$ cat config.mk
export PLATFORM = sky130hd
export DESIGN_NAME = pc_fetch_unit
export DESIGN_NICKNAME = d
export VERILOG_FILES = /design/src/rtl/pc_fetch_unit_pkg.sv /design/src/rtl/pc_fetch_unit_npc_calc.sv /design/src/rtl/pc_fetch_unit.sv
export SDC_FILE = /design/constraint.sdc
export NUM_CORES = 1
export LEC_CHECK = 0
export CORE_MARGIN = 3
export CORE_UTILIZATION = 35
export DETAILED_ROUTE_END_ITERATION = 6
export MAX_ROUTING_LAYER = met4
export PLACE_DENSITY = 0.67
export SYNTH_ARGS = -nofsm -noshare
export SYNTH_HDL_FRONTEND = slang
export SYNTH_SLANG_ARGS = --single-unit
$ cat constraint.sdc
create_clock -name clk -period 4.1 [get_ports clk]
set_input_delay 1.23 -clock clk [delete_from_list [all_inputs] [get_ports clk]]
set_output_delay 1.23 -clock clk [all_outputs]
set_load 0.1 [all_outputs]
$ cat src/rtl/pc_fetch_unit_pkg.sv
// pc_fetch_unit_pkg: fetch FSM encoding, PC_sel codes and instruction field positions
package pc_fetch_unit_pkg;
   typedef enum logic [1:0] {IDLE = 2'd0, FETCH = 2'd1, EXEC = 2'd2, HALT = 2'd3} state_e;
   typedef enum logic [1:0] {PC_SEQ = 2'b00, PC_BR = 2'b01, PC_JR = 2'b10, PC_J = 2'b11} pc_sel_e;
   localparam int IMM16_LSB = 0;
   localparam int IMM16_W   = 16;
   localparam int TGT26_LSB = 0;
   localparam int TGT26_W   = 26;
endpackage

$ cat src/rtl/pc_fetch_unit_npc_calc.sv
// npc_calc: combinational next-PC selection for sequential, branch, jr and j/jal
module npc_calc
   import pc_fetch_unit_pkg::*;
(
   input  logic [31:0] pc,
   input  logic [31:0] instr,
   input  logic [1:0]  PC_sel,
   input  logic        br_cond,
   input  logic [31:0] rs_data,
   output logic [31:0] npc
);
   logic [31:0]        seq;
   logic [31:0]        br_off;
   logic [IMM16_W-1:0] imm;
   logic [TGT26_W-1:0] tgt;
   assign seq    = pc + 32'd4;
   assign imm    = instr[IMM16_LSB +: IMM16_W];
   assign tgt    = instr[TGT26_LSB +: TGT26_W];
   assign br_off = {{(32-IMM16_W-2){imm[IMM16_W-1]}}, imm, 2'b00};
   assign npc    = (PC_sel == PC_JR)            ? rs_data :
                   (PC_sel == PC_J)             ? {seq[31:28], tgt, 2'b00} :
                   (PC_sel == PC_BR && br_cond) ? seq + br_off : seq;
endmodule

$ cat src/rtl/pc_fetch_unit.sv
// pc_fetch_unit: PC register and fetch/execute sequencer over a variable-latency instruction memory
module pc_fetch_unit
   import pc_fetch_unit_pkg::*;
#(
   parameter logic [31:0] RESET_PC = 32'h0000_0000
) (
   input  logic        clk,
   input  logic        rst_n,
   input  logic [1:0]  PC_sel,
   input  logic        br_cond,
   input  logic [31:0] rs_data,
   input  logic        stall,
   output logic        imem_req,
   output logic [31:0] imem_addr,
   input  logic        imem_rdy,
   input  logic [31:0] imem_rdata,
   output logic [31:0] instr,
   output logic        instr_valid,
   output logic [31:0] pc,
   output logic [31:0] pc_plus4,
   output logic        addr_err
);
   state_e      state_q, state_d;
   logic [31:0] pc_q, pc_d, instr_q, instr_d, npc;
   logic        err_q, err_d;
   npc_calc u_npc (
      .pc      (pc_q),
      .instr   (instr_q),
      .PC_sel  (PC_sel),
      .br_cond (br_cond),
      .rs_data (rs_data),
      .npc     (npc)
   );
   // sequencing: fetch until memory answers, execute until the datapath retires, halt on a misaligned target
   always_comb begin
      state_d = state_q;
      pc_d    = pc_q;
      instr_d = instr_q;
      err_d   = err_q;
      case (state_q)
         IDLE: state_d = FETCH;
         FETCH: if (imem_rdy) begin
            instr_d = imem_rdata;
            state_d = EXEC;
         end
         EXEC: if (!stall) begin
            if (npc[1:0] != 2'b00) begin
               err_d   = 1'b1;
               state_d = HALT;
            end else begin
               pc_d    = npc;
               state_d = FETCH;
            end
         end
         default: ;
      endcase
   end
   // state and datapath registers
   always_ff @(posedge clk or negedge rst_n) begin
      if (!rst_n) begin
         state_q <= IDLE;
         pc_q    <= RESET_PC;
         instr_q <= 32'd0;
         err_q   <= 1'b0;
      end else begin
         state_q <= state_d;
         pc_q    <= pc_d;
         instr_q <= instr_d;
         err_q   <= err_d;
      end
   end
   assign imem_req    = state_q == FETCH;
   assign instr_valid = state_q == EXEC;
   assign imem_addr   = pc_q;
   assign instr       = instr_q;
   assign pc          = pc_q;
   assign pc_plus4    = pc_q + 32'd4;
   assign addr_err    = err_q;
endmodule

==> flow_summary.json <==
{
  "outcome": "finished clean",
  "clkSinkCount": 67,
  "first_iter_violations": 415,
  "avgSynthCellArea_sq_um": 8.72,
  "ys_seq_area_frac": 0.288,
  "synth_edf_count": 0,
  "path_class": "register to output port",
  "place.gp.congestion": 0.908,
  "ys_warn_count": 0,
  "cts_tree": "built",
  "cap_violations": 0,
  "viasPerCell": 5.46,
  "post-route-min-period_ns": 4.02,
  "holdBufCountCts": 0,
  "cts_max_path_buffers": 2,
  "drive_gt1_frac": 0.254,
  "portBuffers": 201,
  "critPathLaunchType": "register",
  "worst_clock_skew_ns": 0.00917,
  "hp-class": "register to register",
  "dp_hpwl_microns": 16300,
  "dieHeight_microns": 135,
  "globalRouteTotalUtil": 0.237,
  "setup_ws_ns": 0.0761,
  "grt_max_degree": 68,
  "wirelength_microns": 20700,
  "slowest_delay_ns": 0.52,
  "areaGrowthSynthToFinish_pct": 49.0,
  "drtPass1Iterations": 5,
  "grt_pass1_wl_microns": 32800,
  "cts_resized": 0,
  "grt_pass1_vias": 5787,
  "vias": 5776,
  "drtAntennaViolNets": 0,
  "ys_types": 58,
  "synthFlopType": "dfrtp_1",
  "crit_fanout": 8,
  "core_area_sq_mm": 0.0161,
  "dp_cells": 1041,
  "timing.final.crit_share": 0.981,
  "die_area_sq_mm": 0.0182,
  "preCtsSetupSlack_ns": 0.343,
  "clock-root-buffer": "clkbuf_16",
  "dieWidth_microns": 135,
  "arrival_ns": 2.79,
  "path_clk_slew_ns": 0.06,
  "ios": 202,
  "num_rows": 46,
  "finalNonFillerCells": 1057,
  "start_util": 0.362,
  "syn-cell-area_sq_mm": 0.00581,
  "hold_violations": 0,
  "clk_latency_ns": 0.35,
  "ys_seq_elements": 67,
  "synth_fp_nets": 779,
  "tightest_slew_ns": 1.02,
  "drv_slew": 0,
  "fin_nets": 948,
  "htreeDepth": 3,
  "setup_viol": 0,
  "end_kind": "output port",
  "worst_ep_required_time_ns": 2.87,
  "post_cts_buffers": 0,
  "antennaDiodeCount": 0,
  "critical_path.slowest_cell": "or4_1",
  "numCtsBuffers": 9,
  "drc": 0,
  "synth_cells": 667,
  "grt-ovfl-total": 0,
  "wl_per_cell_microns": 19.5,
  "async_flop_share": 1.00,
  "antenna_found_initial": 0,
  "maxSlewHeadroom": 0.316,
  "fmax_mhz": 249,
  "path_cells": "nand4_1 -> or4_1 -> nor3_2 -> and3_1 -> xor2_4 -> buf_12",
  "rsz0062_at_grt": "true"
}
[sequential cells by signal, indices dropped and copies added, names as in the netlist]
signal     cells
addr_err       1
state_q        2
instr         32
imem_addr     32
[stage by stage]
step	hold slack [ns]	setup TNS, ns	cell area (sq um)	util
final	0.500	0	8660	0.540
after global routing	0.530	-0.123	8660	0.540
after CTS	0.499	0	8660	0.540
after detailed placement	0.479	0	8350	0.520
after global placement	0.451	0	8350	0.520
after floorplan	0.498	-0.916	6330	-
[final cells by class]
class	instances	area, sq um
clock buffer	10	239
clock inverter	6	71.3
fill	1426	7390
inverter	18	67.6
multi-input combinational	522	4170
sequential	67	1730
tap	216	270
timing repair buffer	218	2110
[Yosys cell counts, drive strengths merged, types with 4 or more instances]
cell type,n,share of area
dfrtp,67,0.29
nand2,67,0.043
a21oi,53,0.046
o21ai,44,0.038
buf,42,0.051
nor2,42,0.027
ha,40,0.086
mux2,38,0.074
xnor2,34,0.051
mux2i,23,0.040
clkbuf,18,0.012
inv,18,0.012
nand4,16,0.020
xor2,16,0.024
nand3,14,0.012
a211oi,13,0.017
a31oi,8,0.0086
and3,8,0.0086
nor3,8,0.0077
a21o,7,0.0090
o31ai,7,0.0090
a221oi,6,0.0090
and2,6,0.0065
and4,6,0.0095
nand2b,6,0.0065
o211ai,6,0.0077
nor2b,5,0.0054
o21a,5,0.0065
o21bai,5,0.0065
nand3b,4,0.0052
o221ai,4,0.0060
[layer usage]
| metal | vias to the layer above | part of all wire | track usage |
|---|---|---|---|
| li1 | 2752 | - | - |
| met1 | 2803 | 0.46 | 0.326 |
| met2 | 202 | 0.48 | 0.370 |
| met3 | 19 | 0.050 | 0.0320 |
| met4 | 0 | 0.016 | 0.0628 |
| met5 | - | 0 | - |
[worst max-delay path: cells and delay by family (launching register included)]
| family | cells | cell delay (ns) |
|---|---|---|
| xor gates and xnor gates | 1 | 0.21 |
| DFF | 1 | 0.49 |
| and+or+nand+nor | 4 | 1.54 |
| buffers and inverters | 1 | 0.20 |
[cell families after synthesis]
kind of cell,share of synthesized area
XOR/XNOR,0.0753
AND/OR/NAND/NOR,0.167
AO/OA/AOI/OAI,0.193
multiplexers,0.113
adder cells (fa/ha/maj),0.0895
flip-flops,0.288
buffers and inverters,0.0738
[cells in the final DEF, fill, tap and decap left out, types with 5 or more instances in the layout]
| cell type | instances |
|---|---|
| a211oi_1 | 13 |
| a21o_1 | 7 |
| a21oi_1 | 52 |
| a221oi_1 | 5 |
| a31oi_1 | 8 |
| and2_1 | 6 |
| and3_1 | 8 |
| buf_12 | 13 |
| buf_4 | 77 |
| clkbuf_16 | 9 |
| clkdlybuf4s50_1 | 127 |
| dfrtp_1 | 41 |
| dfrtp_2 | 18 |
| dfrtp_4 | 8 |
| ha_1 | 39 |
| inv_1 | 18 |
| mux2_2 | 38 |
| mux2i_1 | 23 |
| nand2_1 | 66 |
| nand2b_1 | 6 |
| nand3_1 | 14 |
| nand4_1 | 15 |
| nor2_1 | 41 |
| nor2b_1 | 5 |
| nor3_1 | 7 |
| o211ai_1 | 6 |
| o21a_1 | 5 |
| o21ai_0 | 43 |
| o21bai_1 | 5 |
| o31ai_1 | 6 |
| xnor2_1 | 13 |
| xnor2_2 | 8 |
| xnor2_4 | 13 |
| xor2_1 | 9 |
| xor2_4 | 6 |
[path summary, 6_finish.rpt]
kind	startpoint	endpoint	slack, ns	depth (start not counted)
setup / recovery	imem_addr[21]	pc_plus4[30]	0.08	6
hold / removal	addr_err	addr_err	0.50	1
setup reg to reg	imem_addr[2]	imem_addr[27]	0.25	16
hold reg to reg	addr_err	addr_err	0.50	1
max in group asynchronous	rst_n	imem_addr[2]	2.39	1
min in group asynchronous	rst_n	instr[29]	1.03	1
Power is not shown: default switching activity piles up to over one toggle a cycle in this logic, so the estimate is an artifact.
